$ cat config.mk
export PLATFORM = sky130hd
export DESIGN_NAME = store_forward_buffer
export DESIGN_NICKNAME = d
export VERILOG_FILES = /design/src/rtl/mspu_fwd_pkg.sv /design/src/rtl/store_fwd_entry.sv /design/src/rtl/store_forward_buffer.sv
export SDC_FILE = /design/constraint.sdc
export NUM_CORES = 1
export LEC_CHECK = 0
export ABC_AREA = 1
export BUFFER_PORTS_ARGS = -buffer_cell sky130_fd_sc_hd__buf_2
export CELL_PAD_IN_SITES_DETAIL_PLACEMENT = 0
export CELL_PAD_IN_SITES_GLOBAL_PLACEMENT = 1
export CORE_MARGIN = 10
export CORE_UTILIZATION = 40
export CTS_CLUSTER_SIZE = 40
export DETAILED_ROUTE_END_ITERATION = 10
export GPL_TIMING_DRIVEN = 0
export PLACE_DENSITY = 0.69
export REMOVE_ABC_BUFFERS = 1
export SLEW_MARGIN = 20
export SYNTH_ARGS = -nofsm -noshare
export SYNTH_HDL_FRONTEND = slang
export SYNTH_SLANG_ARGS = --single-unit
$ cat constraint.sdc
create_clock -name clk -period 8.12 [get_ports clk]
set_input_delay 0.406 -clock clk [delete_from_list [all_inputs] [get_ports clk]]
set_output_delay 0.406 -clock clk [all_outputs]
set_load 0.02 [all_outputs]
$ cat src/rtl/mspu_fwd_pkg.sv
// Shared types and helpers for the store-to-load forwarding buffer.
// Default widths here match the top-level parameter defaults.
package mspu_fwd_pkg;

  localparam int FWD_ADDR_W   = 32;
  localparam int FWD_DATA_W   = 32;
  localparam int FWD_LIFETIME = 4;

  localparam int BYTES  = FWD_DATA_W / 8;
  localparam int IDX_LO = $clog2(BYTES);
  localparam int AGE_W  = $clog2(FWD_LIFETIME + 1);

  typedef struct packed {
    logic                         valid;
    logic [FWD_ADDR_W-IDX_LO-1:0] widx;
    logic [FWD_DATA_W-1:0]        data;
    logic [BYTES-1:0]             be;
    logic [AGE_W-1:0]             age;
  } fwd_entry_t;

  function automatic logic [63:0] word_idx(
    input logic [63:0] addr,
    input int          lo
  );
    return addr >> lo;
  endfunction

endpackage

$ cat src/rtl/store_fwd_entry.sv
// One forwarding entry: stored word, byte enables and a lifetime counter.
// Age counts the remaining registered cycles in which the entry may forward.
module store_fwd_entry
  import mspu_fwd_pkg::*;
#(
  parameter  int WI_W     = 30,
  parameter  int DATA_W   = 32,
  parameter  int LIFETIME = 4,
  localparam int NB       = DATA_W / 8,
  localparam int AW       = $clog2(LIFETIME + 1)
) (
  input  logic              clk,
  input  logic              reset,
  input  logic              flush,
  input  logic              wr_en,
  input  logic [WI_W-1:0]   wr_widx,
  input  logic [DATA_W-1:0] wr_data,
  input  logic [NB-1:0]     wr_be,
  input  logic [WI_W-1:0]   q_widx,
  output logic              valid,
  output logic [AW-1:0]     age,
  output logic [DATA_W-1:0] data,
  output logic [NB-1:0]     match
);

  logic [WI_W-1:0] widx;
  logic [NB-1:0]   be;

  // The issue cycle is served by bypass, so the entry holds LIFETIME-1 more.
  always_ff @(posedge clk) begin
    if (!reset) begin
      valid <= 1'b0;
      age   <= '0;
    end else if (wr_en) begin
      valid <= (LIFETIME > 1);
      age   <= AW'(LIFETIME - 1);
    end else if (flush) begin
      valid <= 1'b0;
      age   <= '0;
    end else if (valid) begin
      age <= age - 1'b1;
      if (age == AW'(1)) valid <= 1'b0;
    end
  end

  always_ff @(posedge clk) begin
    if (wr_en) begin
      widx <= wr_widx;
      data <= wr_data;
      be   <= wr_be;
    end
  end

  assign match = {NB{valid && (widx == q_widx)}} & be;

endmodule

$ cat src/rtl/store_forward_buffer.sv
// Store-to-load forwarding buffer between execute and data memory.
// Merges youngest matching store bytes into the next-cycle load word.
module store_forward_buffer
  import mspu_fwd_pkg::*;
#(
  parameter  int ADDR_W   = FWD_ADDR_W,
  parameter  int DATA_W   = FWD_DATA_W,
  parameter  int DEPTH    = 4,
  parameter  int LIFETIME = FWD_LIFETIME,
  localparam int NB       = DATA_W / 8,
  localparam int OW       = $clog2(DEPTH + 1)
) (
  input  logic              clk,
  input  logic              reset,
  input  logic              flush,
  input  logic              st_valid,
  input  logic [ADDR_W-1:0] st_addr,
  input  logic [DATA_W-1:0] st_data,
  input  logic [NB-1:0]     st_be,
  input  logic              ld_valid,
  input  logic [ADDR_W-1:0] ld_addr,
  input  logic [DATA_W-1:0] mem_rdata,
  output logic [DATA_W-1:0] ld_data,
  output logic              ld_data_valid,
  output logic              fwd_hit,
  output logic              fwd_full,
  output logic [OW-1:0]     occupancy,
  output logic              overflow
);

  localparam int LO   = $clog2(NB);
  localparam int WI_W = ADDR_W - LO;
  localparam int AW   = $clog2(LIFETIME + 1);
  localparam int PW   = (DEPTH > 1) ? $clog2(DEPTH) : 1;

  logic [WI_W-1:0]   st_widx;
  logic [WI_W-1:0]   ld_widx;
  logic [PW-1:0]     wr_ptr;
  logic [DEPTH-1:0]  e_valid;
  logic [AW-1:0]     e_age   [DEPTH];
  logic [DATA_W-1:0] e_data  [DEPTH];
  logic [NB-1:0]     e_match [DEPTH];

  assign st_widx = WI_W'(word_idx(64'(st_addr), LO));
  assign ld_widx = WI_W'(word_idx(64'(ld_addr), LO));

  for (genvar i = 0; i < DEPTH; i++) begin : g_ent
    store_fwd_entry #(
      .WI_W    (WI_W),
      .DATA_W  (DATA_W),
      .LIFETIME(LIFETIME)
    ) u_ent (
      .clk    (clk),
      .reset  (reset),
      .flush  (flush),
      .wr_en  (st_valid && (wr_ptr == PW'(i))),
      .wr_widx(st_widx),
      .wr_data(st_data),
      .wr_be  (st_be),
      .q_widx (ld_widx),
      .valid  (e_valid[i]),
      .age    (e_age[i]),
      .data   (e_data[i]),
      .match  (e_match[i])
    );
  end

  always_ff @(posedge clk) begin
    if (!reset) begin
      wr_ptr   <= '0;
      overflow <= 1'b0;
    end else if (st_valid) begin
      wr_ptr <= (wr_ptr == PW'(DEPTH - 1)) ? '0 : wr_ptr + 1'b1;
      if (e_valid[wr_ptr]) overflow <= 1'b1;
    end
  end

  always_comb begin
    occupancy = '0;
    for (int i = 0; i < DEPTH; i++)
      occupancy = occupancy + OW'(e_valid[i]);
  end

  logic [DATA_W-1:0] fwd_d;
  logic [NB-1:0]     fwd_m;
  logic              found;
  logic [AW-1:0]     best;

  // Per lane: same-cycle store first, else the live entry with largest age.
  always_comb begin
    fwd_d = '0;
    fwd_m = '0;
    found = 1'b0;
    best  = '0;
    for (int b = 0; b < NB; b++) begin
      found = 1'b0;
      best  = '0;
      if (st_valid && st_be[b] && (st_widx == ld_widx)) begin
        fwd_d[b*8 +: 8] = st_data[b*8 +: 8];
        fwd_m[b]        = 1'b1;
      end else begin
        for (int i = 0; i < DEPTH; i++) begin
          if (e_match[i][b] && (!found || (e_age[i] > best))) begin
            found           = 1'b1;
            best            = e_age[i];
            fwd_d[b*8 +: 8] = e_data[i][b*8 +: 8];
            fwd_m[b]        = 1'b1;
          end
        end
      end
    end
  end

  logic              pend;
  logic [DATA_W-1:0] fwd_q;
  logic [NB-1:0]     mask_q;
  logic [DATA_W-1:0] hold;
  logic [DATA_W-1:0] merged;

  always_comb begin
    merged = '0;
    for (int b = 0; b < NB; b++)
      merged[b*8 +: 8] = mask_q[b] ? fwd_q[b*8 +: 8]
                                   : mem_rdata[b*8 +: 8];
  end

  always_ff @(posedge clk) begin
    if (!reset) begin
      pend   <= 1'b0;
      fwd_q  <= '0;
      mask_q <= '0;
      hold   <= '0;
    end else begin
      pend <= ld_valid;
      if (ld_valid) begin
        fwd_q  <= fwd_d;
        mask_q <= fwd_m;
      end
      if (pend) hold <= merged;
    end
  end

  assign ld_data       = pend ? merged : hold;
  assign ld_data_valid = pend;
  assign fwd_hit       = pend && (|mask_q);
  assign fwd_full      = pend && (&mask_q);

endmodule
### Yosys cells after proc, flatten, opt, wreduce, memory -nomap -nowiden

Index checks and enable logic that the tools add are counted.

* register bits after elaboration: 352
* bits of input ports: 137
* output and inout bits: 39

* add/subtract/negate cells: 8
* magnitude comparators: 13
* equal/unequal tests: 12
* muxes and demuxes: 120
* bitwise gates (word level): 5
* reductions and logical operators: 66

Operators by type and width (number)
* $mux 8: 24
* $eq 30x30->1: 5
* $mux 3: 24
* $mux 1: 57
* $gt 3x3->1: 12
* $mux 32: 1
* $logic_and 1x1->1: 30
* $mux 2: 13
* $and 4x4->4: 4
* $eq 3x1->1 const B: 4
* $logic_not 1->1: 12
* $logic_or 1x1->1: 12
* $reduce_bool 3->1: 4
* $reduce_or 3->1: 4
* $sub 3x1->3 const B: 4
* $eq 2x2->1 const B: 2
* $reduce_and 4->1: 1
* $reduce_or 4->1: 1
* $add 2x1->3: 1
* $add 3x1->3: 1
* $lt 2x3->1 const B: 1
* $add 1x1->2: 1
* $add 2x1->2 const B: 1
* $bmux 1 s2: 1
* other kinds (4): 4

### Logic depth before layout (Yosys ltp)

Gate-level depths: netlist (run 1).

* word-level depth: 20
* gate-level depth with buffers: 44
* depth with buffers taken out: 40

### Cells and area by module

A second synthesis (run 1) with hierarchy kept.

* cell total of the unflattened synthesis: 2446
* area total of the unflattened synthesis: 18894.4 µm²

By module, submodules not included
* store_fwd_entry: times used 4, cells an instance 252, area an instance 2831.5 µm²
* store_forward_buffer: times used 1, cells an instance 1438, area an instance 7568.5 µm²

### Worst setup path after synthesis (run 1)

OpenSTA, ideal clock, no wires.

* path kind: in2reg
* start: input ld_addr[28]
* end: register fwd_q[13]
* setup time: 138 ps
* data arrival time: 4796 ps
* data required time: 7982 ps
* setup slack: 3187 ps
* cell stages on the path: 41
* buffers on the path: 4
* cell sequence: buf_4 inv_1 nand2_1 nand2_1 nand2_1 nor2_1 nand2_1 nor2_4 nand3_2 buf_2 inv_1 nand2_1 ha_1 a21oi_1 o21ai_0 nand2_1 nand3_4 nand2_4 [5 not listed] nand2_1 o21ai_0 nand2_1 nand2_2 nand2_2 buf_6 o21ai_0 inv_1 ha_1 nand2_1 o21ai_0 nand2_1 nand2_2 nand2_4 nand3_1 nand2_1 nand2_1 a21oi_2

* word-level cells in the longest chain between the ends: 20

Ends and longest elaborated chain
* from (decl): RTL line store_forward_buffer.sv:21 `input logic [ADDR_W-1:0] ld_addr,`
* $eq 30x30->1: RTL line store_fwd_entry.sv:54 `assign match = {NB{valid && (widx == q_widx)}} & be;`
* $logic_and 1x1->1: RTL line store_fwd_entry.sv:54
* $and 4x4->4: RTL line store_fwd_entry.sv:54
* $mux 3 or $mux 1 (tied branches): RTL line store_forward_buffer.sv:103 `if (e_match[i][b] && (!found || (e_age[i] > best))) begin`
* $mux 3 or $mux 1 (tied branches): RTL line store_forward_buffer.sv:98 `if (st_valid && st_be[b] && (st_widx == ld_widx)) begin`
* $gt 3x3->1 or $logic_not 1->1 (tied branches): RTL line store_forward_buffer.sv:103
* $logic_or 1x1->1: RTL line store_forward_buffer.sv:103
* $logic_and 1x1->1: RTL line store_forward_buffer.sv:103
* [4 not listed]
* $logic_and 1x1->1: RTL line store_forward_buffer.sv:103
* $mux 3 or $mux 1 (tied branches): RTL line store_forward_buffer.sv:103
* $mux 3 or $mux 1 (tied branches): RTL line store_forward_buffer.sv:98
* $gt 3x3->1 or $logic_not 1->1 (tied branches): RTL line store_forward_buffer.sv:103
* $logic_or 1x1->1: RTL line store_forward_buffer.sv:103
* $logic_and 1x1->1: RTL line store_forward_buffer.sv:103
* $mux 8: RTL line store_forward_buffer.sv:103
* $mux 8 *: RTL line store_forward_buffer.sv:98
* to (signal assigned): RTL line store_forward_buffer.sv:136 `fwd_q <= fwd_d;`
* to (decl): RTL line store_forward_buffer.sv:115 `logic [DATA_W-1:0] fwd_q;`

Every way passes the cells marked *; elsewhere a longest branch is shown, timed or not. The select of a mux whose other input is x is not followed.
A chain may end at the register's enable or synchronous reset.

### Worst setup path in the final report (run 1)

* start: register g_ent[0].u_ent.widx[19]
* end: register fwd_q[23]

* word-level cells in the longest chain between the ends: 20

Ends and longest elaborated chain
* from (decl): RTL line store_fwd_entry.sv:26 `logic [WI_W-1:0] widx;`
* from (signal assigned): RTL line store_fwd_entry.sv:48 `widx <= wr_widx;`
* $eq 30x30->1 *: RTL line store_fwd_entry.sv:54
* $logic_and 1x1->1 *: RTL line store_fwd_entry.sv:54
* $and 4x4->4 *: RTL line store_fwd_entry.sv:54
* $mux 3 or $mux 1 (tied branches): RTL line store_forward_buffer.sv:103
* $mux 3 or $mux 1 (tied branches): RTL line store_forward_buffer.sv:98
* $gt 3x3->1 or $logic_not 1->1 (tied branches): RTL line store_forward_buffer.sv:103
* $logic_or 1x1->1: RTL line store_forward_buffer.sv:103
* $logic_and 1x1->1: RTL line store_forward_buffer.sv:103
* [4 not listed]
* $logic_and 1x1->1: RTL line store_forward_buffer.sv:103
* $mux 3 or $mux 1 (tied branches): RTL line store_forward_buffer.sv:103
* $mux 3 or $mux 1 (tied branches): RTL line store_forward_buffer.sv:98
* $gt 3x3->1 or $logic_not 1->1 (tied branches): RTL line store_forward_buffer.sv:103
* $logic_or 1x1->1: RTL line store_forward_buffer.sv:103
* $logic_and 1x1->1: RTL line store_forward_buffer.sv:103
* $mux 8 *: RTL line store_forward_buffer.sv:103
* $mux 8 *: RTL line store_forward_buffer.sv:98

Marked as above.

==> results.json, run 1 <==
{
  "outcome": "finished clean",
  "first_pass_iters": 5,
  "die-width_um": 234,
  "drive_above_1_share_pct": 15.7,
  "power_density_nw_per_um2": 204,
  "yosysWarnings": 0,
  "fin_setup_tns_ns": 0,
  "critPathMostFrequentCell": "nand2_1",
  "wl_um": 52100,
  "combPwrFrac_pct": 8.3,
  "layout_common_cells": "nand2_1 (505), inv_1 (339), edfxtp_1 (264), nor2_1 (198), buf_2 (171)",
  "hpwl_um": 37000,
  "sw_frac_of_total_pct": 23.7,
  "area_delta_synth_final_pct": 15.4,
  "reg2reg_depth": 39,
  "grt.overflow.total": 0,
  "critical_path.max_stage_delay_ns": 0.35,
  "h-tree-depth": 2,
  "drt-initial-drc-count": 955,
  "crit_fanout": 14,
  "worstReg2RegEnd": "fwd_q[23]",
  "synth_edf_count": 264,
  "postRouteAntennaNets": 0,
  "clock_latency_ns": 0.57,
  "holdPathStages": 1,
  "rows": 78,
  "vias": 14212,
  "vias_per_cell": 4.88,
  "die_h_um": 234,
  "antenna_found_initial": 7,
  "p_switching_uw": 1020,
  "synthDistinctLibCells": 45,
  "wl_per_cell_um": 17.9,
  "rsz0062_at_grt": "false",
  "coreArea_um2": 45300,
  "hold_violations": 0,
  "seqPwrFrac_pct": 47.4,
  "ys.flop_type": "edfxtp_1",
  "synth-async-reset-ratio_pct": 0,
  "synth-seq-cells": 352,
  "placed_cell_area_um2": 19700,
  "whs_endpoint": "g_ent[2].u_ent.data[17]",
  "tritoncts": "yes",
  "leakage_uw": 0.00941,
  "cts_root_buf": "clkbuf_16",
  "fin_nets": 2466,
  "ios": 176,
  "fin_crit_sh_pct": 75.2,
  "max-cap-violations": 0,
  "grt_pass1_vias": 13980,
  "end_kind": "flip-flop",
  "multi_input_area_um2": 6850,
  "clock_skew_ns": 0.0242,
  "relSlewSlack_pct": 39.6,
  "ys_seq_area_share_pct": 53.0,
  "synth_cells": 2111,
  "grt_pass1_wl_um": 80300,
  "cts_resized": 0,
  "grt_max_degree": 48,
  "detail_route.drc_violations": 0,
  "grtUsageTotal_pct": 19.1,
  "cts_hold_buf": 0,
  "setup_viol": 0,
  "seq_area_um2": 9690,
  "p_total_uw": 4300,
  "syn_area_um2": 18300,
  "cp_slowest_cell": "edfxtp_1",
  "fill_cells": 4429,
  "r2r_slack_ns": 2.02,
  "cts.sinks": 352,
  "final_common_cell": "nand2_1",
  "gp_congestion": 0.815,
  "start_kind": "flip-flop",
  "power_frac_clock_pct": 44.3,
  "r2r-start": "g_ent[0].u_ent.widx[19]",
  "maxClockFrequency_mhz": 164,
  "irDropWorstVdd_mv": 0.150,
  "final_util_pct": 46.6,
  "drv_slew": 0,
  "dieArea_um2": 54600,
  "post-route-min-period_ns": 6.10,
  "cts_buffers": 42,
  "fin_area_um2": 21100,
  "hold_start": "st_data[17]",
  "worstPathArrival_ns": 6.53,
  "path_clk_slew_ns": 0.06,
  "path_class": "reg2reg",
  "required_ns": 8.55,
  "cts_setup_buffers": 0,
  "internal_power_uw": 3280,
  "clock_path_buffers": 3,
  "tightest_slew_ns": 0.901,
  "initial_utilization_pct": 40.4,
  "syn_area_per_cell_um2": 8.66,
  "port_buffers": 171,
  "hold_path.class": "in2reg"
}
## layer usage
layer,vias to the layer above,share of wire (%),track usage (%)
li1,7167,-,-
met1,6634,45,25.0
met2,327,47,31.1
met3,72,5.6,4.34
met4,12,2.3,5.62
met5,-,0.15,0
## synthesized netlist by cell type (all sizes together) (8+ instances only)
cell type  number  area (um2)
nand4           9        56.3
o22ai           8        50.1
nand2         543        2170
clkbuf         27         101
nor4            8        50.1
o21ai         159         796
nand3         172        1020
nor3           14        75.1
xnor2          26         228
inv           366        1370
dfxtp          88        1760
buf            26         233
nand3b         32         240
edfxtp        264        7930
nor2          208         825
xor2           14         123
a21oi          62         370
ha             50         626
## kinds of logic (layout without fill, tap and decap cells)
group                      count (synthesis)  in the layout  synth area share, %
and+or+nand+nor                          994            994                 24.5
adders and majority gates                 51             51                 3.53
xor gates and xnor gates                  40             40                 1.92
buffers and inverters                    426            624                 9.49
DFF                                      352            352                 53.0
other                                      0              1                    0
AOI/OAI and AO/OA                        248            248                 7.49
## registers in the layout (all words and copies together), names as in the netlist
| register | count |
|---|---|
| g_ent.u_ent.be | 16 |
| ld_data_valid | 1 |
| wr_ptr | 2 |
| mask_q | 4 |
| overflow | 1 |
| g_ent.u_ent.widx | 120 |
| g_ent.u_ent.age | 12 |
| fwd_q | 32 |
| hold | 32 |
| g_ent.u_ent.data | 128 |
| g_ent.u_ent.valid | 4 |
## worst max path at each step
stage	from	end
after floorplan	ld_addr[13]	fwd_q[12]
after detailed placement	ld_addr[13]	fwd_q[20]
final	g_ent[0].u_ent.widx[19]	fwd_q[23]
after global placement	ld_addr[13]	fwd_q[20]
after global routing	g_ent[0].u_ent.widx[19]	fwd_q[17]
after CTS	g_ent[0].u_ent.widx[3]	fwd_q[20]
## worst max-delay path, delay by kind of cell, from the launching register on
kind	cells	cell delay, ns
adder cells (fa/ha/maj)	3	0.92
AO/OA/AOI/OAI	8	0.85
buffers and inverters	5	0.40
flip-flops	1	0.35
AND/OR/NAND/NOR	23	3.43
## area by class of cell
cell class                      instances  share of cell area [%]
Tap cell                              600                    3.56
Clock buffer                           56                    5.72
Sequential cell                       352                    46.0
Clock inverter                         19                   0.908
Multi-Input combinational cell       1333                    32.5
Inverter                              373                    6.71
Timing Repair Buffer                  176                    4.64
Antenna cell                            1                  0.0119
## stage by stage
step / setup slack, ns / hold WS [ns] / cells
2_1_floorplan: 3.35 / 0.442 / 2058
4_1_cts: 1.97 / 0.0480 / 2909
5_1_grt: 1.19 / 0.0571 / 2909
6_report: 2.02 / 0.0837 / 2910
3_3_place_gp: 1.59 / 0.452 / 2829
3_5_place_dp: 1.56 / 0.455 / 2834
## power groups by stage
| stage | Combinational [uW] | Sequential (uW) | Clock [uW] |
|---|---|---|---|
| CTS | 362 | 2040 | 1960 |
| detailed placement | 360 | 2080 | 0 |
| floorplan | 194 | 2070 | 0 |
| global route | 403 | 2050 | 2030 |
| global placement | 347 | 2080 | 0 |
| finish | 356 | 2040 | 1910 |
Note: power is estimated with default switching activity, not from simulation.
==> inputs of run 2 (changes only) <==
--- a/config.mk
+++ b/config.mk
@@ -14,7 +14,7 @@
 export CTS_CLUSTER_SIZE = 40
 export DETAILED_ROUTE_END_ITERATION = 10
 export GPL_TIMING_DRIVEN = 0
-export PLACE_DENSITY = 0.69
+export PLACE_DENSITY = 0.72
 export REMOVE_ABC_BUFFERS = 1
 export SLEW_MARGIN = 20
 export SYNTH_ARGS = -nofsm -noshare
==> constraint.sdc (replaced) <==
create_clock -name clk -period 5.3 [get_ports clk]
set_input_delay 0.265 -clock clk [delete_from_list [all_inputs] [get_ports clk]]
set_output_delay 0.265 -clock clk [all_outputs]
set_load 0.02 [all_outputs]
==> results.json, run 2 (synthesis gave the netlist of run 1 again) <==
{
  "ios": 176,
  "coreArea_um2": 45300,
  "reg2reg_depth": 37,
  "cp_slowest_cell": "edfxtp_1",
  "dpl_worst_slack_ns": -1.08,
  "fin_setup_tns_ns": 0,
  "top_regs": "g_ent.u_ent.data: 128 flops, g_ent.u_ent.widx: 120 flops",
  "critical_path.max_stage_delay_ns": 0.40,
  "end_kind": "flip-flop",
  "worstReg2RegEnd": "fwd_q[11]",
  "h-tree-depth": 2,
  "relSlewSlack_pct": 39.6,
  "detail_route.drc_violations": 0,
  "placed_cell_area_um2": 19700,
  "crit_fanout": 8,
  "grt.overflow.total": 0,
  "post-route-min-period_ns": 4.92,
  "largest-register": "g_ent.u_ent.data",
  "r2r-start": "g_ent[0].u_ent.widx[4]",
  "vias": 14786,
  "layout_common_cells": "nand2_1 (498), inv_1 (338), edfxtp_1 (264), nor2_1 (196), buf_2 (171)",
  "grtUsageTotal_pct": 19.2,
  "setup_viol": 0,
  "crit_end": "fwd_q[11]",
  "drive_above_1_share_pct": 17.9,
  "cp_num_buf_inv": 4,
  "required_ns": 5.79,
  "irDropWorstVdd_mv": 0.323,
  "fin_nets": 2567,
  "hold_path.class": "in2reg",
  "crit_start": "g_ent[0].u_ent.widx[4]",
  "grt_pass1_vias": 14536,
  "hold_violations": 0,
  "die_h_um": 234,
  "vias_per_cell": 4.91,
  "path_clk_slew_ns": 0.06,
  "max-cap-violations": 0,
  "fill_cells": 4288,
  "cp.depth": 37,
  "cts_buffers": 41,
  "final_common_cell": "nand2_1",
  "path_class": "reg2reg",
  "gp_congestion": 0.843,
  "maxClockFrequency_mhz": 203,
  "area_delta_synth_final_pct": 22.8,
  "p_total_uw": 6670,
  "tritoncts": "yes",
  "hpwl_um": 36800,
  "drt-initial-drc-count": 895,
  "outcome": "finished clean",
  "cts.sinks": 352,
  "fin_crit_sh_pct": 92.8,
  "worstPathArrival_ns": 5.41,
  "wl_per_cell_um": 17.7,
  "r2r_slack_ns": 0.38,
  "fin_area_um2": 22400,
  "leakage_uw": 0.00990,
  "grt_max_degree": 46,
  "initial_utilization_pct": 40.4,
  "antenna_found_initial": 4,
  "clock_skew_ns": 0.0293,
  "postLayoutSetupSlackWorst_ns": 0.381,
  "wl_um": 53300,
  "drv_slew": 0,
  "whs_ns": 0.0357,
  "critPathMostFrequentCell": "nand2_1",
  "first_pass_iters": 5,
  "power_density_nw_per_um2": 297,
  "port_buffers": 171,
  "postRouteAntennaNets": 0,
  "die-width_um": 234,
  "rows": 78,
  "grt_pass1_wl_um": 81500,
  "clock_latency_ns": 0.57,
  "clock_path_buffers": 3,
  "crit_family": "simple AND/OR/NAND/NOR gates",
  "dieArea_um2": 54600,
  "start_kind": "flip-flop",
  "largest_register_ffs": 128,
  "tightest_slew_ns": 0.900,
  "cts_root_buf": "clkbuf_16"
}
## run 2: changes by cell type in the layout (fill, tap and decap cells not counted), sizes merged
cell	delta
nand2	+4
dlygate4sd3	+64
bufinv	+1
buf	+34
clkbuf	-1
clkinv	-1
clkinvlp	+1
## run 2: final cells by class
class	instances	area [um2]	share of cell area, %
Inverter	373	1420	6.32
Tap cell	600	751	3.35
Multi-Input combinational cell	1337	7280	32.5
Clock inverter	20	223	0.993
Antenna cell	1	2.50	0.0112
Sequential cell	352	9690	43.2
Clock buffer	55	1170	5.22
Timing Repair Buffer	274	1890	8.44
## run 2: power by group
group | switching [uW] | internal [uW]
registers | 53.5 | 3080
logic | 389 | 207
clock network | 1150 | 1790
## run 2: worst min-delay path by stage
stage | start | end | slack (ns) | cells past startpoint
2_1_floorplan | ld_valid | ld_data_valid | 0.36 | 2
3_3_place_gp | overflow | overflow | 0.45 | 2
3_5_place_dp | overflow | overflow | 0.46 | 2
4_1_cts | st_addr[17] | g_ent[3].u_ent.widx[15] | 0.003 | 1
5_1_grt | st_addr[17] | g_ent[3].u_ent.widx[15] | 0.01 | 1
6_report | st_addr[16] | g_ent[0].u_ent.widx[14] | 0.04 | 1
## run 2: per-layer routing
metal	global-route usage (%)	share of wire, %
met1	24.7	44
met2	32.1	48
met3	3.60	5.7
met4	6.45	2.6
met5	0	0.064
## run 2: repair_timing
action | CTS | global route
endpoints found under the setup margin | 32 | 32
endpoints found under the hold margin | 255 | 0
pin swaps | 10 | 27
gates cloned | 0 | 4
setup buffers | 13 | 21
resized for setup | 25 | 47
hold buffers | 64 | 0
## run 2: per-stage QoR
stage | utilization (%) | std cells
CTS | 48.6 | 2986
global route | 49.5 | 3011
global placement | 43.2 | 2829
finish | 49.5 | 3012
detailed placement | 43.5 | 2834
floorplan | - | 2058
